## config.mk

```make
export PLATFORM = sky130hd
export DESIGN_NAME = maxpool_relu_stream_flat
export DESIGN_NICKNAME = d
export VERILOG_FILES = /design/src/rtl/cnn_pkg.sv /design/src/rtl/maxpool_relu_stream_if.sv /design/src/rtl/pool_row_buffer.sv /design/src/rtl/maxpool_relu_stream.sv /design/src/flat_wrapper.sv
export SDC_FILE = /design/constraint.sdc
export NUM_CORES = 1
export LEC_CHECK = 0
export BUFFER_PORTS_ARGS = -buffer_cell sky130_fd_sc_hd__buf_2
export CORE_ASPECT_RATIO = 1.75
export CORE_MARGIN = 3
export CORE_UTILIZATION = 32
export DETAILED_ROUTE_END_ITERATION = 16
export GPL_TIMING_DRIVEN = 0
export PLACE_DENSITY = 0.53
export SYNTH_ARGS = -nofsm -noshare
export SYNTH_HDL_FRONTEND = slang
export SYNTH_SLANG_ARGS = --single-unit
export TNS_END_PERCENT = 30
```

## constraint.sdc

```tcl
create_clock -name clk -period 3.9 [get_ports clk]
set_input_delay 0.39 -clock clk [delete_from_list [all_inputs] [get_ports clk]]
set_output_delay 0.39 -clock clk [all_outputs]
set_load 0.005 [all_outputs]
```

## src/rtl/cnn_pkg.sv

```systemverilog
// rtl/cnn_pkg.sv - shared CNN sample types, widths and signed max helper
package cnn_pkg;

   localparam int CNN_DATA_BITS = 8;
   localparam int WIDE_BITS     = 32;

   typedef logic signed [CNN_DATA_BITS-1:0] sample_t;
   typedef logic signed [WIDE_BITS-1:0]     wide_t;

   // Callers sign-extend narrower lanes into wide_t so one helper serves any DATA_BITS.
   function automatic wide_t smax(input wide_t a, input wide_t b);
      return (a > b) ? a : b;
   endfunction

endpackage

```

## src/rtl/maxpool_relu_stream_if.sv

```systemverilog
// rtl/maxpool_relu_stream_if.sv - pixel stream in / pooled stream out bundle
import cnn_pkg::*;

interface maxpool_relu_stream_if #(
   parameter int CHANNELS  = 4,
   parameter int DATA_BITS = CNN_DATA_BITS
);
   logic                          in_val;
   logic                          frame_clr;
   logic [CHANNELS*DATA_BITS-1:0] data_in;
   logic [CHANNELS*DATA_BITS-1:0] data_out;
   logic                          valid;
   logic                          last;

   modport master (
      output in_val, frame_clr, data_in,
      input  data_out, valid, last
   );

   modport slave (
      input  in_val, frame_clr, data_in,
      output data_out, valid, last
   );
endinterface

```

## src/rtl/pool_row_buffer.sv

```systemverilog
// rtl/pool_row_buffer.sv - running-max storage, one entry per pooling window column
import cnn_pkg::*;

module pool_row_buffer #(
   parameter int DEPTH = 14,
   parameter int DW    = 32,
   parameter int AW    = 4
) (
   input  logic          clk,
   input  logic [AW-1:0] rd_addr,
   output logic [DW-1:0] rd_data,
   input  logic          wr_en,
   input  logic [AW-1:0] wr_addr,
   input  logic [DW-1:0] wr_data
);

   logic [DW-1:0] mem [DEPTH];

   // Asynchronous read lets the top read-modify-write the same entry in one cycle.
   assign rd_data = mem[rd_addr];

   always_ff @(posedge clk) begin
      if (wr_en) begin
         mem[wr_addr] <= wr_data;
      end
   end

endmodule

```

## src/rtl/maxpool_relu_stream.sv

```systemverilog
// rtl/maxpool_relu_stream.sv - streaming non-overlapping POOLxPOOL max pool with optional ReLU
import cnn_pkg::*;

module maxpool_relu_stream #(
   parameter int WIDTH     = 28,
   parameter int HEIGHT    = 28,
   parameter int CHANNELS  = 4,
   parameter int POOL      = 2,
   parameter int DATA_BITS = CNN_DATA_BITS,
   parameter int RELU_EN   = 1
) (
   input logic                  clk,
   input logic                  rst_n,
   maxpool_relu_stream_if.slave bus
);

   localparam int NWIN = WIDTH / POOL;
   localparam int IW   = (NWIN > 1) ? $clog2(NWIN) : 1;
   localparam int CW   = $clog2(WIDTH);
   localparam int RW   = $clog2(HEIGHT);
   localparam int PW   = $clog2(POOL);
   localparam int DW   = CHANNELS * DATA_BITS;

   logic [CW-1:0] col;
   logic [RW-1:0] row;
   logic [PW-1:0] col_ph;
   logic [PW-1:0] row_ph;
   logic [IW-1:0] widx;

   logic          accept;
   logic          win_start;
   logic          win_done;
   logic          eol;
   logic          eof;

   logic [DW-1:0] entry;
   logic [DW-1:0] merged;
   logic [DW-1:0] pooled;
   logic [DATA_BITS-1:0] lane;
   wide_t         ea;
   wide_t         es;

   assign accept    = bus.in_val && !bus.frame_clr;
   assign win_start = (row_ph == '0) && (col_ph == '0);
   assign win_done  = (row_ph == PW'(POOL-1)) && (col_ph == PW'(POOL-1));
   assign eol       = (col == CW'(WIDTH-1));
   assign eof       = eol && (row == RW'(HEIGHT-1));

   // Phase counters and the window index stand in for col%POOL, row%POOL and col/POOL.
   always_ff @(posedge clk or negedge rst_n) begin
      if (!rst_n) begin
         col    <= '0;
         row    <= '0;
         col_ph <= '0;
         row_ph <= '0;
         widx   <= '0;
      end else if (bus.frame_clr) begin
         col    <= '0;
         row    <= '0;
         col_ph <= '0;
         row_ph <= '0;
         widx   <= '0;
      end else if (bus.in_val) begin
         if (eol) begin
            col    <= '0;
            col_ph <= '0;
            widx   <= '0;
            if (eof) begin
               row    <= '0;
               row_ph <= '0;
            end else begin
               row    <= row + 1'b1;
               row_ph <= (row_ph == PW'(POOL-1)) ? '0 : row_ph + 1'b1;
            end
         end else begin
            col <= col + 1'b1;
            if (col_ph == PW'(POOL-1)) begin
               col_ph <= '0;
               widx   <= widx + 1'b1;
            end else begin
               col_ph <= col_ph + 1'b1;
            end
         end
      end
   end

   pool_row_buffer #(
      .DEPTH (NWIN),
      .DW    (DW),
      .AW    (IW)
   ) u_buf (
      .clk     (clk),
      .rd_addr (widx),
      .rd_data (entry),
      .wr_en   (accept),
      .wr_addr (widx),
      .wr_data (merged)
   );

   always_comb begin
      merged = '0;
      pooled = '0;
      lane   = '0;
      ea     = '0;
      es     = '0;
      for (int k = 0; k < CHANNELS; k++) begin
         ea   = wide_t'($signed(entry[k*DATA_BITS +: DATA_BITS]));
         es   = wide_t'($signed(bus.data_in[k*DATA_BITS +: DATA_BITS]));
         lane = DATA_BITS'(win_start ? es : smax(ea, es));
         merged[k*DATA_BITS +: DATA_BITS] = lane;
         pooled[k*DATA_BITS +: DATA_BITS] =
            ((RELU_EN != 0) && lane[DATA_BITS-1]) ? {DATA_BITS{1'b0}} : lane;
      end
   end

   always_ff @(posedge clk or negedge rst_n) begin
      if (!rst_n) begin
         bus.valid    <= 1'b0;
         bus.last     <= 1'b0;
         bus.data_out <= '0;
      end else begin
         bus.valid <= accept && win_done;
         bus.last  <= accept && win_done && eof;
         if (accept && win_done) begin
            bus.data_out <= pooled;
         end
      end
   end

endmodule

```

## src/flat_wrapper.sv

```systemverilog
// flat-port wrapper written by rule: the top's interface ports become plain ports
module maxpool_relu_stream_flat 
#(
   parameter int WIDTH     = 28,
   parameter int HEIGHT    = 28,
   parameter int CHANNELS  = 4,
   parameter int POOL      = 2,
   parameter int DATA_BITS = CNN_DATA_BITS,
   parameter int RELU_EN   = 1
)
  (clk, rst_n, bus_in_val, bus_frame_clr, bus_data_in, bus_data_out, bus_valid, bus_last);
  maxpool_relu_stream_if #(.CHANNELS(CHANNELS), .DATA_BITS(DATA_BITS)) bus_i ();
  input logic clk;
  input logic rst_n;
  input wire logic [$bits(bus_i.in_val)-1:0] bus_in_val;
  input wire logic [$bits(bus_i.frame_clr)-1:0] bus_frame_clr;
  input wire logic [$bits(bus_i.data_in)-1:0] bus_data_in;
  output wire logic [$bits(bus_i.data_out)-1:0] bus_data_out;
  output wire logic [$bits(bus_i.valid)-1:0] bus_valid;
  output wire logic [$bits(bus_i.last)-1:0] bus_last;
  assign bus_i.in_val = bus_in_val;
  assign bus_i.frame_clr = bus_frame_clr;
  assign bus_i.data_in = bus_data_in;
  assign bus_data_out = bus_i.data_out;
  assign bus_valid = bus_i.valid;
  assign bus_last = bus_i.last;
  maxpool_relu_stream #(.WIDTH(WIDTH), .HEIGHT(HEIGHT), .CHANNELS(CHANNELS), .POOL(POOL), .DATA_BITS(DATA_BITS), .RELU_EN(RELU_EN)) u_core (.clk(clk), .rst_n(rst_n), .bus(bus_i));
endmodule
```

---- Word level (Yosys, flattened, before mapping) ----
Memory sizes are Yosys's and may differ from the RTL's.
Cells that the tools add are included.
cells by class
  equal/unequal tests ..................... 2
  bitwise operators ....................... 2
  muxes and demuxes ....................... 34
  add/sub/neg operators ................... 5
  $lt $le $gt $ge ......................... 4
  reductions and logical operators ........ 12
operators by type and width
  cell                                          count
  2-to-1 mux 8 bit                              8
  2-to-1 mux 5 bit                              7
  greater-than comparator 8 bit                 4
  2-to-1 mux 7 bit                              4
  2-to-1 mux 4 bit                              4
  2-to-1 mux 1 bit                              11
  adder 5 x 1 -> 5 bit (second input constant)  2
  equality test 5 bit (second input constant)   2
  logical AND 1 bit                             6
  adder 4 x 1 -> 4 bit (second input constant)  1
  AND reduction 2 bit                           2
  nonzero test 2 bit                            2
  nonzero test 3 bit                            1
  adder 1 bit (second input constant)           2
  NOT 1 bit                                     2
  logical NOT 1 bit                             1
word-level totals
  bits in writable memories ............... 448
  register bits after elaboration ......... 50
  output and inout port bits .............. 34
  memories kept ........................... 1
  logic and storage cells ................. 68
  input bits .............................. 36
memories
  memory            depth  width  rd ports  clocked after memory_dff  write ports  line                   RTL
  u_core.u_buf.mem  14     32     1         0                         1            pool_row_buffer.sv:17  logic [DW-1:0] mem [DEPTH];

---- Longest topological paths before layout ----
  depth after elaboration ................. 6
  gate-level depth with buffers ........... 19
  gate-level depth less buffers ........... 12

---- Cells and area by module ----
Synthesis repeated with hierarchy kept, for this count alone.
unflattened totals
  cell total of the unflattened synthesis .. 1157
  area, all modules ....................... 20776.2 um2
modules (own cells, without submodules)
  module               seq. area each (um2)  times used  area each (um2)  cells each
  pool_row_buffer      13452.9               1           16993.8          735
  maxpool_relu_stream  1151.1                1           3782.4           422

---- Worst setup path before layout ----
OpenSTA, ideal clock, no wires.
  kind .................................... register to register
  start ................................... reg u_core.widx[0]
  end ..................................... mem u_core.u_buf.mem[0][20], data pin
  setup time .............................. 0.315 ns
  arrival ................................. 3.821 ns
  path buffers ............................ 5
  clock period less this slack ............ 4.136 ns
  data required time ...................... 3.585 ns
  slack ................................... -0.236 ns
  stages on the path, launching flop included .. 18
  path through ............................ dfrtp_1 buf_6 buf_12 buf_8 buf_4 mux4_2 nor2_1 a21oi_1 a21oi_1 inv_1 ha_1 a21o_1 a2111oi_0 a21oi_1 o2111ai_1 clkbuf_1 nand2_1 o21ai_0
between the ends
  word-level cells in the longest chain between the ends .. 4
RTL lines
  element                        line                        RTL
  start, declared                maxpool_relu_stream.sv:28   logic [IW-1:0] widx;
  start signal, assigned         maxpool_relu_stream.sv:79   widx <= widx + 1'b1;
  memory (14 x 32 bit) *         n/a
  greater-than comparator 8 bit  cnn_pkg.sv:12               return (a > b) ? a : b;
  2-to-1 mux 8 bit *             cnn_pkg.sv:12
  2-to-1 mux 8 bit *             maxpool_relu_stream.sv:109  lane = DATA_BITS'(win_start ? es : smax(ea, es));
  net u_core.merged[20]          maxpool_relu_stream.sv:37   logic [DW-1:0] merged;
  end, declared                  pool_row_buffer.sv:17
Mark *: on every way through the listed nets, which the timed path passes. The rest lies on a longest branch.

---- Worst setup path in the final report ----
  start ................................... reg u_core.widx[0]
  end ..................................... mem u_core.u_buf.mem[4][15], data pin
Same word-level chain as after synthesis.

==> results.sh <==
export IMPL_status="finished clean"
export IMPL_place_congestion=0.791
export IMPL_timing_final_crit_share_pct=98.9
export IMPL_synth_main_ff_cell="edfxtp_1"
export IMPL_layout_drive_gt1_share_pct=29.2
export IMPL_p_clk_share_pct=39.2
export IMPL_grt_pass1_vias=12700
export IMPL_rsz0062_at_grt="yes"
export IMPL_slew_limit_headroom_pct=4.07
export IMPL_yosys_warnings=0
export IMPL_worst_endpoint_required_ns=4.22
export IMPL_synth_largest_area_cell="edfxtp_1"
export IMPL_fp_dieW_microns=198
export IMPL_synth_xor_area_share_pct=0
export IMPL_initial_core_util_pct=32.5
export IMPL_htree_levels=2
export IMPL_setup_worst_path_end_class="flip-flop"
export IMPL_synthSimpleGateAreaFrac_pct=5.92
export IMPL_timing_rr_end="u_core.u_buf.mem[4][15]"
export IMPL_synth_top_cell_area_share_pct=65.0
export IMPL_fmax_mhz=259
export IMPL_min_from="bus_data_in[3]"
export IMPL_chipHeight_microns=342
export IMPL_synth_compound_area_share_pct=5.64
export IMPL_setup_viol=0
export IMPL_hold_viol=0
export IMPL_hpwl_microns=36700
export IMPL_r2r_start="u_core.widx[0]"
export IMPL_postSynthCellCount=1271
export IMPL_vias=12300
export IMPL_core_sq_um=63700
export IMPL_synth_seq_cells=494
export IMPL_synthToLayoutAreaGrowth_pct=23.8
export IMPL_synth_area_leaders="edfxtp_1 (65%), mux2i_1 (7.1%), dfrtp_1 (5.6%)"
export IMPL_fin_nets=1555
export IMPL_cap_violations=0
export IMPL_drt_iter0_drc=968
export IMPL_cts_buffers_inserted=46
export IMPL_power_per_cell_area_nw_per_um2=449
export IMPL_most_common_layout_cells="edfxtp_1 (448), mux2i_1 (145), nor2_1 (85), buf_2 (72), buf_4 (67)"
export IMPL_seq_area_frac_synth_pct=70.6
export IMPL_cts_root_buf="clkbuf_16"
export IMPL_r2r_slack_ns=0.04
export IMPL_dieArea_sq_um=67900
export IMPL_worstSetupPathType="flip-flop to flip-flop"
export IMPL_clk_latency_ns=0.56
export IMPL_numPortBuffers=64
export IMPL_seq_power_share_pct=51.6
export IMPL_avgSynthCellArea_sq_um=16.3
export IMPL_clkSinkCount=494
export IMPL_ir_drop_mv=0.302
export IMPL_critPathArrivalTime_ns=4.17
export IMPL_synth_cell_types=58
export IMPL_fillerInstances=5713
export IMPL_wl_microns=59000
export IMPL_report_final_slew_viol_count=0
export IMPL_antenna_found_initial=6
export IMPL_gr_total_overflow=0
export IMPL_p_int_mw=8.91
export IMPL_synth_top_family_by_area="multiplexers"
export IMPL_synth_edf_count=448
export IMPL_clockBufferDepth=3
export IMPL_hold_depth=2
export IMPL_grt_max_degree=47
export IMPL_grt_total_usage_pct=17.0
export IMPL_clock_skew_ns=0.0177
export IMPL_worstPathMaxFanout=14
export IMPL_worst_pin_slew_ns=1.44
export IMPL_antenna_left=0
export IMPL_synth_area_sq_um=20700
export IMPL_clkTransAtPathRegs_ns=0.07
export IMPL_first_pass_iters=5
export IMPL_synthArstFlopShare_pct=9.31
export IMPL_rr_worst_depth=17
export IMPL_grt_first_pass_wirelength_microns=83900
export IMPL_finalCriticalPeriod_ns=3.86
export IMPL_hold_path_class="input pin to flip-flop"
export IMPL_wire_per_inst_microns=25.4
export IMPL_synth_fa_ha_area_share_pct=2.30
export IMPL_cts_tree="built"
export IMPL_p_leak_nw=8.84
export IMPL_switching_share_pct=22.5
export IMPL_drc=0
export IMPL_muxShareOfSynthArea_pct=12.4
export IMPL_power_mw=11.5
export IMPL_row_count=122
export IMPL_io_pins=70
export IMPL_combPwrFrac_pct=9.3
export IMPL_final_common_cell="edfxtp_1"
export IMPL_hold_end="u_core.bus.data_out[3]"
export IMPL_switchingPower_mw=2.58
export IMPL_critical_path_startpoint_type="flip-flop"
export IMPL_viasPerCell=5.28
export IMPL_holdWs_ns=0.0701
critical path: stages (launching register included):
cell,delay (ns)
dfrtp_1,0.37
buf_6,0.12
buf_12,0.12
buf_12,0.14
buf_12,0.14
mux4_2,0.51
mux2i_2,0.18
nor2_1,0.08
a21oi_2,0.16
inv_2,0.06
ha_4,0.22
a21o_1,0.18
a2111oi_4,0.41
a21oi_2,0.17
o2111ai_4,0.20
clkbuf_16,0.29
a21oi_4,0.08
buf_12,0.15
per-stage QoR:
step	util (%)	cells	setup TNS (ns)	area, sq um	setup WS, ns
2_1_floorplan	-	1274	-3.01	20700	-0.0712
3_3_place_gp	34.7	2144	-767.11	22100	-1.41
3_5_place_dp	35.2	2160	-544.76	22400	-1.56
4_1_cts	39.0	2270	-7.38	24800	-0.0881
5_1_grt	40.2	2326	-19.46	25600	-0.163
6_report	40.2	2327	0	25600	0.0421
state kept, by name, indices dropped and copies added (netlist names):
name and count:
u_core.bus.data_out 28, u_core.bus.last 1, u_core.bus.valid 1, u_core.col 5, u_core.col_ph 1, u_core.row 5, u_core.row_ph 1, u_core.u_buf.mem 448
u_core.widx 4
metal layers:
layer | vias to the layer above | part of all wire (%) | GRT usage, %
met5 | - | 0.034 | 0
li1 | 5394 | - | -
met3 | 130 | 4.6 | 2.03
met1 | 6379 | 37 | 19.1
met4 | 2 | 4.1 | 7.07
met2 | 383 | 54 | 32.1
worst max-delay path by stage:
stage,from,end,slack (ns)
after floorplan,u_core.widx[0],u_core.u_buf.mem[0][24],-0.07
after global placement,u_core.widx[3],u_core.u_buf.mem[9][7],-1.41
after detailed placement,u_core.widx[1],u_core.u_buf.mem[12][15],-1.56
after CTS,u_core.widx[0],u_core.u_buf.mem[0][21],-0.09
after global routing,u_core.widx[0],u_core.bus.data_out[10],-0.16
final,u_core.widx[0],u_core.u_buf.mem[4][15],0.04
cells in the mapped netlist (all sizes together) (15+ instances only):
master  instances
a21oi          54
o21ai          35
nor2b          15
mux4           47
clkbuf         28
and3           16
inv            53
o22ai          35
buf            42
edfxtp        448
ha             38
dfrtp          46
mux2i         146
nand2          54
nor2           85
power by group through the flow:
stage               registers [mW]  logic (mW)  clock network (mW)
floorplan                     6.04       0.480                   0
global placement              6.05       0.708                   0
detailed placement            6.05       0.738                   0
CTS                           5.93       0.918                4.60
global route                  5.92        1.14                4.79
finish                        5.93        1.07                4.50
layout make-up:
type	count	area, sq um	area share, %
multi-input combinational	664	6190	24.2
buffer	66	676	2.64
timing repair buffer	156	1420	5.54
antenna	3	7.51	0.0293
tap	806	1010	3.94
inverter	53	199	0.777
clock buffer	60	1250	4.90
clock inverter	25	239	0.934
sequential	494	14600	57.1
timing repair:
action,4_1_cts,5_1_grt
setup endpoints to repair,476,476
gates cloned,5,7
hold buffers,0,1
gates resized for setup,149,56
setup buffers,23,48
hold endpoints to repair,0,46
pin swaps,7,20
cells by family (layout without fill, tap and decap cells):
group                    count (synthesis)  after routing
flip-flops                             494            494
AND/OR/NAND/NOR                        237            237
multiplexers                           197            197
AO/OA/AOI/OAI                          181            188
buffers and inverters                  123            360
adder cells (fa/ha/maj)                 38             38
other                                    1              7
(Power assumes the default switching activity.)
